## src/rtl/rr_arb8_ctrl.sv

```systemverilog
// Round-robin arbiter for 8 requesters: rotating descending priority, registered one-hot grant,
// done/req-drop release and hold watchdog. Request sampled in cycle t -> grant visible t+1.
module rr_arb8_ctrl #(
    parameter int N        = 8,
    parameter int MAX_HOLD = 16,
    parameter int CNT_W    = 5
) (
    input  logic         clk,
    input  logic         rst,
    input  logic         EN,
    input  logic [N-1:0] req,
    input  logic         done,
    output logic [N-1:0] gnt,
    output logic [2:0]   gnt_id,
    output logic         valid,
    output logic         timeout
);

    typedef enum logic {
        S_IDLE  = 1'b0,
        S_GRANT = 1'b1
    } state_t;

    state_t           r_state;
    logic [2:0]       r_ptr;
    logic [CNT_W-1:0] r_hold_cnt;
    logic [N-1:0]     r_gnt;
    logic [2:0]       r_gnt_id;
    logic             r_timeout;

    state_t           w_state_nxt;
    logic [2:0]       w_ptr_nxt;
    logic [CNT_W-1:0] w_hold_cnt_nxt;
    logic [N-1:0]     w_gnt_nxt;
    logic [2:0]       w_gnt_id_nxt;
    logic             w_timeout_nxt;

    logic             w_found;
    logic [2:0]       w_win;
    logic [2:0]       w_idx;
    logic             w_release;
    logic             w_expired;

    // Search starts at ptr and walks downward, wrapping 0 -> 7.
    always_comb begin
        w_found = 1'b0;
        w_win   = 3'd0;
        w_idx   = 3'd0;
        for (int k = 0; k < N; k++) begin
            w_idx = r_ptr - 3'(k);
            if (!w_found && req[w_idx]) begin
                w_found = 1'b1;
                w_win   = w_idx;
            end
        end
    end

    assign w_release = !EN || done || !req[r_gnt_id];
    assign w_expired = (r_hold_cnt == CNT_W'(MAX_HOLD - 1));

    always_comb begin
        w_state_nxt    = r_state;
        w_ptr_nxt      = r_ptr;
        w_hold_cnt_nxt = r_hold_cnt;
        w_gnt_nxt      = r_gnt;
        w_gnt_id_nxt   = r_gnt_id;
        w_timeout_nxt  = 1'b0;
        case (r_state)
            S_IDLE: begin
                if (EN && w_found) begin
                    w_state_nxt    = S_GRANT;
                    w_gnt_nxt      = N'(1) << w_win;
                    w_gnt_id_nxt   = w_win;
                    w_hold_cnt_nxt = '0;
                    w_ptr_nxt      = w_win - 3'd1;
                end else begin
                    w_gnt_nxt    = '0;
                    w_gnt_id_nxt = 3'd0;
                end
            end
            S_GRANT: begin
                if (w_release || w_expired) begin
                    w_state_nxt   = S_IDLE;
                    w_gnt_nxt     = '0;
                    w_gnt_id_nxt  = 3'd0;
                    // Watchdog only reports when no ordinary release fired the same cycle.
                    w_timeout_nxt = !w_release;
                end else begin
                    w_hold_cnt_nxt = r_hold_cnt + CNT_W'(1);
                end
            end
            default: begin
                w_state_nxt  = S_IDLE;
                w_gnt_nxt    = '0;
                w_gnt_id_nxt = 3'd0;
            end
        endcase
    end

    always_ff @(posedge clk) begin
        if (rst) begin
            r_state    <= S_IDLE;
            r_ptr      <= 3'd7;
            r_hold_cnt <= '0;
            r_gnt      <= '0;
            r_gnt_id   <= 3'd0;
            r_timeout  <= 1'b0;
        end else begin
            r_state    <= w_state_nxt;
            r_ptr      <= w_ptr_nxt;
            r_hold_cnt <= w_hold_cnt_nxt;
            r_gnt      <= w_gnt_nxt;
            r_gnt_id   <= w_gnt_id_nxt;
            r_timeout  <= w_timeout_nxt;
        end
    end

    assign gnt     = r_gnt;
    assign gnt_id  = r_gnt_id;
    assign valid   = |r_gnt;
    assign timeout = r_timeout;

endmodule

```

## config.mk

```make
export PLATFORM = sky130hd
export DESIGN_NAME = rr_arb8_ctrl
export DESIGN_NICKNAME = d
export VERILOG_FILES = /design/src/rtl/rr_arb8_ctrl.sv
export SDC_FILE = /design/constraint.sdc
export NUM_CORES = 1
export LEC_CHECK = 0
export ABC_AREA = 1
export BUFFER_PORTS_ARGS = -buffer_cell sky130_fd_sc_hd__buf_2
export CAP_MARGIN = 10
export CORE_MARGIN = 2
export CORE_UTILIZATION = 57
export DETAILED_ROUTE_END_ITERATION = 8
export GPL_ROUTABILITY_DRIVEN = 0
export GPL_TIMING_DRIVEN = 1
export HOLD_SLACK_MARGIN = 0.06
export PLACE_DENSITY = 0.75
export SLEW_MARGIN = 40
export SYNTH_ARGS = -nofsm -noshare
export SYNTH_HDL_FRONTEND = slang
export SYNTH_SLANG_ARGS = --single-unit
```

## constraint.sdc

```tcl
create_clock -name clk -period 3.44 [get_ports clk]
set_input_delay 0.172 -clock clk [delete_from_list [all_inputs] [get_ports clk]]
set_output_delay 0.172 -clock clk [all_outputs]
set_load 0.03 [all_outputs]
```

==> key figures, run 1 <==
Outcome
  • Status: complete, no violations

STA
  • Final setup vio count: 0
  • Unrepaired setup endpoints after global routing: no
  • Fin Setup TNS: 0 ps
  • WHS: 176 ps
  • Hold Violations, Final: 0
  • Max Freq: 0.355 GHz
  • Relative slew margins: 71.3%
  • Tcrit/Tclk final: 82.0%
  • Clock skew: 4.06 ps
  • Tmin final: 2820 ps
  • Slew @ Worst Pin: 430 ps
  • Slew Viols, Final: 0

Finish
  • Multi-input logic area: 1160 µm²
  • # fillers: 278
  • Post-route cell area: 1890 µm²
  • Register Area: 420 µm²
  • Number of diodes: 0
  • Share of layout cells above drive strength 1: 27.4%
  • Area Growth Syn to Fin: 8.30%
  • Most frequent cells in the layout: 53 x nand2_1, 33 x nor2_1, 32 x nand3_1
  • Commonest non-fill, non-tap cell in the layout: nand2_1
  • Nets: 305
  • Post-Layout Cell Count: 321
  • Post-layout util: 63.6%

Global route
  • First-pass GRT wire length: 6890 µm
  • Total grt overflow: 0
  • Total track usage: 25.0%
  • Vias in the first global route: 1607
  • Largest net degree at the start of global routing: 17
  • Initial antenna violation count: 0

Floorplanning
  • Starting Density: 58.7%
  • Die ar.: 3530 µm²
  • Cell Rows: 20
  • Core area: 2980 µm²
  • Die H: 59.4 µm
  • Die W: 59.4 µm
  • Total I/O pin count: 25

Setup path
  • Crit. End Element: register
  • CP arrival: 3020 ps
  • Kind of critical path: register to register
  • Worst endpoint required time: 3630 ps
  • CP Launch Type: register
  • Critical-path cell list: inv_4, ha_1, inv_2, nand3_1, nand2_1, nor2_1, a31oi_2, inv_2, nor2_4, nand3_1, nand2_2, inv_2, nand2_1, nor2_1, nor2_1, nor2_1
  • Worst Path Buf+Inv: 4
  • Top Family by Delay on Critical Path: simple AND/OR/NAND/NOR gates
  • Worst path max stage delay: 560 ps
  • Maximum net fanout on the critical path: 12
  • Most frequent CP cell: nor2_1
  • Slowest-stage cell, CP: dfxtp_1

CTS
  • Clk root buf: clkbuf_4
  • # resized after CTS: 0
  • Num CTS Buffers: 3
  • Num Clock Sinks: 21
  • CTS tree: yes
  • Hold Buf Count CTS: 0
  • Worst skew pair latency: 300 ps
  • H-tree levels: 1
  • Post-CTS setup buffer count: 0
  • CTS Buffer Depth: 2
  • Clk slew on worst S/H paths: 110 ps

Logic synthesis
  • Async set or reset register ratio after synthesis: 0%
  • Avg Cell Area, Syn: 6.58 µm²
  • Library cells used by synthesis: 38
  • Part of the Yosys area used for sequential elements: 24.0%
  • #FFs+latches synth: 21
  • Synth area leaders: dfxtp_1 24%, nand2_1 11%, nand3_1 9.2%, nor2_1 7.1%, nand3_2 6.3%
  • EDFF count, synth: 0
  • Area leader, netlist: dfxtp_1
  • Synth Cell Area: 1750 µm²
  • Cells after Synth: 266
  • Ys flop type: dfxtp_1
  • Synth top area share: 24.0%
  • Synthesized Nets: 282
  • Yosys warning count: 0

Routing
  • Initial DRC count: 95
  • Met2 wire length: 1950 µm
  • Detail Route Antenna Nets: 0
  • Via/cell ratio: 5.50
  • Uppermost layer routed: met4
  • Drc violations: 0
  • DR WL/cell: 12.5 µm
  • First drt pass iteration count: 5
  • Metal-1 WL: 1770 µm
  • Final WL: 4010 µm
  • Met3 wire len: 164 µm
  • DR vias: 1766

Placement
  • Placed insts: 317
  • Cell Area, Placed: 1870 µm²
  • Dpl hpwl: 3230 µm
  • Port bufs: 24

Job
  • MaxCap Viol Count: 0

Hold path
  • Hold/Removal Path Class: primary input to register

Power and ir drop
  • Pleak: 0.888 nW
  • PD cells: 1140 nW/µm²
  • Max VDD drop: 0.798 mV
==> report_power, final <==
group	switching, mW	total, mW	internal, mW
logic	1.15	1.66	0.513
registers	0.0724	0.369	0.297
clock network	0.0708	0.116	0.0453
==> final cells by class <==
class	count	share of cell area (%)
Clock buffer	4	1.39
Multi-Input combinational cell	207	61.2
Sequential cell	21	22.2
Timing Repair Buffer	25	6.74
Tap cell	33	2.18
Inverter	31	6.27
==> worst min-delay path: cells and delay by family <==
family | cells | cell delay [ps]
AOI/OAI and AO/OA | 1 | 110
buffers and inverters | 1 | 80
and+or+nand+nor | 2 | 80
==> path summary, 6_finish.rpt <==
kind	from	endpoint	slack, ps	cells after the start
hold / removal	done	timeout	180	4
setup reg to reg	r_ptr[0]	gnt[6]	620	16
hold reg to reg	r_hold_cnt[1]	r_hold_cnt[1]	490	2
setup / recovery	r_ptr[0]	gnt[6]	620	16
==> synth_stat cells, types with 4 or more instances <==
cell type	count
nand2_1	53
inv_2	11
a21oi_1	12
dfxtp_1	21
ha_1	4
nor2_4	4
nand3_1	32
nor2_1	33
nand2_2	13
nand4_1	5
o21ai_0	12
nand3_2	11
inv_1	18
==> layer usage <==
metal / GRT usage [%] / vias up
li1: - / 929
met1: 31.8 / 777
met2: 43.0 / 47
met3: 1.75 / 13
met4: 10.7 / 0
met5: 0 / -
==> state kept, by name, summed over array words and instances, names as in the netlist <==
register / count
timeout: 1
r_state: 1
gnt_id: 3
gnt: 8
r_hold_cnt: 5
r_ptr: 3
==> cells by family after synthesis <==
| group | share of synthesized area, % |
|---|---|
| simple gates | 48.9 |
| buf+inv | 9.66 |
| compound gates | 12.5 |
| flops | 24.0 |
| xor+xnor | 2.00 |
| fa+ha+maj | 2.86 |
==> stage by stage <==
step                      power [mW]  setup slack, ps
after floorplan                 1.75             1020
after global placement          2.02              667
after detailed placement        2.02              634
after CTS                       2.15              620
after global routing            2.37              343
final                           2.15              619
Power figures use the tool's default switching activity.
==> run 2, diff against run 1 <==
==> constraint.sdc (replaced) <==
create_clock -name clk -period 2.7 [get_ports clk]
set_input_delay 0.135 -clock clk [delete_from_list [all_inputs] [get_ports clk]]
set_output_delay 0.135 -clock clk [all_outputs]
set_load 0.03 [all_outputs]
==> key figures, run 2 (synthesis results as in run 1) <==
Routing
  • DR vias: 1722 (-2.5%)
  • Initial DRC count: 84 (-12%)
  • Final WL: 4000 µm (-0.32%)
  • First drt pass iteration count: 4 (-1)
  • Detail Route Antenna Nets: 0 (unchanged)
  • DR WL/cell: 12.4 µm (-0.94%)
  • Via/cell ratio: 5.33 (-3.1%)
  • Drc violations: 0 (unchanged)

Finish
  • Number of diodes: 0 (unchanged)
  • Commonest non-fill, non-tap cell in the layout: nand2_1
  • Nets: 307 (+0.66%)
  • Share of layout cells above drive strength 1: 28.3% (+0.85 points)
  • Post-route cell area: 1910 µm² (+0.92%)
  • Area Growth Syn to Fin: 9.30%
  • Largest register FFs: 8 (unchanged)
  • Most frequent cells in the layout: 53 x nand2_1, 33 x nor2_1, 32 x nand3_1

Setup path
  • Kind of critical path: register to register
  • Crit. End Element: register
  • Worst endpoint required time: 2900 ps (-730 ps)
  • CP arrival: 2610 ps (-410 ps)
  • Maximum net fanout on the critical path: 8 (-4)
  • CP Launch Type: register

Power and ir drop
  • PD cells: 1450 nW/µm² (+28%)
  • Pleak: 0.895 nW (+0.80%)
  • Max VDD drop: 0.782 mV (-2.1%)
  • Final Power: 2.78 mW (+29%)

STA
  • Final setup vio count: 0 (unchanged)
  • Slew Viols, Final: 0 (unchanged)
  • Slew @ Worst Pin: 386 ps (-43.9 ps)
  • Max Freq: 0.415 GHz (+17%)
  • Fin Setup TNS: 0 ps (unchanged)
  • Hold Violations, Final: 0 (unchanged)
  • Tmin final: 2410 ps (-410 ps)
  • Clock skew: 9.10 ps (+5.04 ps)
  • Relative slew margins: 74.2% (+2.9 points)
  • Tcrit/Tclk final: 89.3% (+7.3 points)
  • Unrepaired setup endpoints after global routing: no

Job
  • MaxCap Viol Count: 0 (unchanged)

CTS
  • CTS tree: yes
  • Clk root buf: clkbuf_4
  • Num CTS Buffers: 3 (unchanged)
  • Clk slew on worst S/H paths: 120 ps (about the same)
  • Num Clock Sinks: 21 (unchanged)
  • Worst skew pair latency: 300 ps (about the same)
  • CTS Buffer Depth: 2 (unchanged)
  • H-tree levels: 1 (unchanged)

Floorplanning
  • Die H: 59.4 µm (unchanged)
  • Starting Density: 58.7% (unchanged)
  • Die W: 59.4 µm (unchanged)
  • Total I/O pin count: 25 (unchanged)
  • Die ar.: 3530 µm² (unchanged)
  • Core area: 2980 µm² (unchanged)
  • Cell Rows: 20 (unchanged)

Global route
  • Total grt overflow: 0 (unchanged)
  • Vias in the first global route: 1563 (-2.7%)
  • Total track usage: 24.5% (-0.50 points)
  • Initial antenna violation count: 0 (unchanged)
  • Largest net degree at the start of global routing: 17 (unchanged)
  • First-pass GRT wire length: 6620 µm (-3.8%)

Outcome
  • Status: complete, no violations

Hold path
  • Hold/Removal Path Class: primary input to register

Placement
  • Port bufs: 24 (unchanged)
  • Cell Area, Placed: 1880 µm² (+0.80%)
  • Dpl hpwl: 3190 µm (-1.5%)
==> run 2: area by class of cell <==
cell class / instances / area [µm²]
tap: 33 / 41.3
clock buffer: 4 / 26.3
fill: 298 / 1070
timing repair buffer: 27 / 143
sequential: 21 / 420
multi-input combinational: 207 / 1160
inverter: 31 / 119
==> run 2: worst paths after layout <==
kind,start,to,slack [ps],cells after the start
setup reg to reg,r_ptr[1],gnt[6],290,16
hold reg to reg,r_hold_cnt[1],r_hold_cnt[1],490,2
setup / recovery,r_ptr[1],gnt[6],290,16
hold / removal,done,timeout,150,4
==> run 2: stage by stage <==
stage | hold slack [ps] | instances | utilization, % | setup WS [ps]
after floorplan | 346 | 266 | - | 278
after global placement | 463 | 319 | 63.2 | 264
after detailed placement | 469 | 319 | 63.2 | 225
after CTS | 147 | 323 | 64.1 | 198
after global routing | 173 | 323 | 64.2 | 44.3
final | 153 | 323 | 64.2 | 290
==> run 2: metal layers <==
metal | part of all wire [%] | global-route usage [%] | up-vias
met5 | 0 | 0 | -
met3 | 2.9 | 1.31 | 6
met4 | 1.5 | 8.44 | 0
li1 | - | - | 926
met2 | 50 | 44.9 | 33
met1 | 46 | 30.0 | 757
==> run 2: repair_timing <==
item                       CTS  global route
resized for setup            0             1
hold buffers                 0             0
buffers inserted             0             0
setup endpoints to repair    0             5
==> run 2: worst max-delay path, stage by stage, from the launching register on <==
cell and delay [ps]:
dfxtp_1 340, inv_2 120, ha_2 360, inv_2 130, nand3_1 100, nand2_1 90, nor2_1 70, a31oi_2 220
inv_2 80, nor2_4 170, nand3_1 100, nand2_2 150, inv_2 80, nand2_1 110, nor2_1 60, nor2_1 80
nor2_1 40
==> run 2: power breakdown <==
| part | switching [mW] | internal [mW] | leakage [nW] | total, mW |
|---|---|---|---|---|
| Sequential | 0.0747 | 0.379 | 0.171 | 0.453 |
| Combinational | 1.50 | 0.677 | 0.709 | 2.18 |
| Clock | 0.0932 | 0.0576 | 0.0150 | 0.151 |
| Total | 1.67 | 1.11 | 0.895 | 2.78 |
==> run 3, diff against run 2 <==
--- a/config.mk
+++ b/config.mk
@@ -8,7 +8,6 @@
 export ABC_AREA = 1
 export BUFFER_PORTS_ARGS = -buffer_cell sky130_fd_sc_hd__buf_2
 export CAP_MARGIN = 10
-export CORE_MARGIN = 2
 export CORE_UTILIZATION = 57
 export DETAILED_ROUTE_END_ITERATION = 8
 export GPL_ROUTABILITY_DRIVEN = 0
==> key figures, run 3 (synthesis results as in run 1) <==
Outcome
  • Status: finished, violations left
  • Failing checks: design-rule violations

Finish
  • Commonest non-fill, non-tap cell in the layout: nand2_1
  • Post-Layout Cell Count: 322 (-0.31%)
  • Most frequent cells in the layout: 53 x nand2_1, 33 x nor2_1, 32 x nand3_1
  • Post-layout util: 67.8% (+3.6 points)
  • Post-route cell area: 1920 µm² (+0.26%)
  • Largest register FFs: 8 (unchanged)
  • Nets: 308 (+0.33%)
  • Share of layout cells above drive strength 1: 28.5% (+0.25 points)
  • Area Growth Syn to Fin: 9.59%
  • Number of diodes: 0 (unchanged)

Floorplanning
  • Starting Density: 61.8% (+3.1 points)
  • Core area: 2830 µm² (-5.0%)
  • Total I/O pin count: 25 (unchanged)
  • Die H: 57.4 µm (-3.4%)
  • Die ar.: 3290 µm² (-6.6%)
  • Die W: 57.4 µm (-3.4%)
  • Cell Rows: 19 (-5.0%)

CTS
  • Clk slew on worst S/H paths: 110 ps (about the same)
  • Post-CTS setup buffer count: 0 (unchanged)
  • CTS tree: yes
  • Num CTS Buffers: 3 (unchanged)
  • H-tree levels: 1 (unchanged)
  • Worst skew pair latency: 310 ps (about the same)
  • Num Clock Sinks: 21 (unchanged)
  • Clk root buf: clkbuf_4
  • Hold Buf Count CTS: 0 (unchanged)
  • CTS Buffer Depth: 2 (unchanged)

Setup path
  • Worst path max stage delay: 350 ps (about the same)
  • End of the worst register-to-register path: gnt[2]
  • CP Launch Type: register
  • R2r worst-path depth: 16 (unchanged)
  • Kind of critical path: register to register
  • Slowest-stage cell, CP: ha_2
  • Flop2flop setup slack: 310 ps (+20 ps)
  • Worst setup path startpoint: r_ptr[1]
  • Maximum net fanout on the critical path: 8 (unchanged)
  • Worst endpoint required time: 2920 ps (+20 ps)
  • Critical-path cell list: inv_2, ha_2, inv_2, nand3_1, nand2_1, nor2_1, a31oi_2, inv_2, nor2_4, nand3_1, nand2_2, inv_2, nand3_2, nor2_1, nor2_1, nor2_1
  • Worst setup endpoint: gnt[2]
  • CP arrival: 2610 ps (about the same)
  • Crit. End Element: register
  • Reg-to-reg startpoint: r_ptr[1]

Placement
  • Cell Area, Placed: 1890 µm² (+0.27%)
  • Dpl hpwl: 3130 µm (-1.9%)
  • Setup WS pre-CTS: 271 ps (+45.3 ps)
  • Placed insts: 318 (-0.31%)
  • Port bufs: 24 (unchanged)

Routing
  • First drt pass iteration count: 6 (+2)
  • Via/cell ratio: 5.41 (+1.5%)
  • Detail Route Antenna Nets: 0 (unchanged)
  • Drc violations: 1 (+1)
  • Initial DRC count: 142 (+69%)
  • Final WL: 3880 µm (-2.9%)
  • DR WL/cell: 12.0 µm (-2.6%)
  • DR vias: 1742 (+1.2%)

Power and ir drop
  • Final Power: 2.76 mW (-0.72%)
  • PD cells: 1440 nW/µm² (-0.97%)
  • Pleak: 0.899 nW (+0.47%)
  • Max VDD drop: 0.908 mV (+16%)

STA
  • Clock skew: 1.66 ps (-7.44 ps)
  • Unrepaired setup endpoints after global routing: no
  • Tcrit/Tclk final: 88.5% (-0.74 points)
  • Slew Viols, Final: 0 (unchanged)
  • Relative slew margins: 73.9% (-0.33 points)
  • Post-layout worst setup margin: 309 ps (+20.0 ps)
  • Hold Violations, Final: 0 (unchanged)
  • Fin Setup TNS: 0 ps (unchanged)
  • Final setup vio count: 0 (unchanged)
  • Tmin final: 2390 ps (-20.0 ps)
  • WHS: 129 ps (-23.4 ps)
  • Slew @ Worst Pin: 391 ps (+5.01 ps)
  • Max Freq: 0.418 GHz (+0.83%)

Job
  • MaxCap Viol Count: 0 (unchanged)

Global route
  • Initial antenna violation count: 0 (unchanged)
  • Total grt overflow: 0 (unchanged)
  • Vias in the first global route: 1663 (+6.4%)
  • Largest net degree at the start of global routing: 17 (unchanged)
  • M3 GR Usage: 2.04% (+0.73 points)
  • GRT busiest layer: met2
  • M1 GR Usage: 35.5% (+5.5 points)
  • Total track usage: 27.0% (+2.5 points)
  • First-pass GRT wire length: 7070 µm (+6.8%)
  • Met2 usage in global routing: 46.0% (+1.1 points)

Hold path
  • Hold/Removal Path Class: primary input to register
[run 3: cell types whose count changed in the layout (fill, tap and decap cells not counted)]
cell | previous run | this run
buf_4 | 3 | 4
[run 3: layout make-up]
type / instances / area, µm²
multi-input combinational: 207 / 1160
inverter: 31 / 119
tap: 31 / 38.8
clock buffer: 4 / 26.3
timing repair buffer: 28 / 150
sequential: 21 / 420
fill: 274 / 912
[run 3: worst min path at each step]
stage	startpoint	to	cells after the start
2_1_floorplan	done	timeout	3
3_3_place_gp	done	timeout	4
3_5_place_dp	done	timeout	4
4_1_cts	done	timeout	4
5_1_grt	done	timeout	4
6_report	done	timeout	4
[run 3: power breakdown]
| group | switching, mW | internal [mW] |
|---|---|---|
| clock | 0.0965 | 0.0578 |
| combinational | 1.47 | 0.678 |
| sequential | 0.0751 | 0.379 |
| total | 1.65 | 1.11 |
[run 3: what timing repair did]
action                     CTS  global route
resized for setup            0             1
setup endpoints to repair    0             6
hold endpoints to repair     0             0
[run 3: worst max-delay path: cells and delay by family (launching register included)]
family / cells / cell delay, ps
fa+ha+maj: 1 / 350
simple gates: 10 / 1000
flops: 1 / 340
buf+inv: 4 / 400
compound gates: 1 / 220
[run 3: metal layers]
layer	part of all wire (%)	wire [µm]	vias up
li1	-	-	932
met1	47	1810	774
met2	49	1910	29
met3	2.5	98	7
met4	1.7	65	0
met5	0	0	-
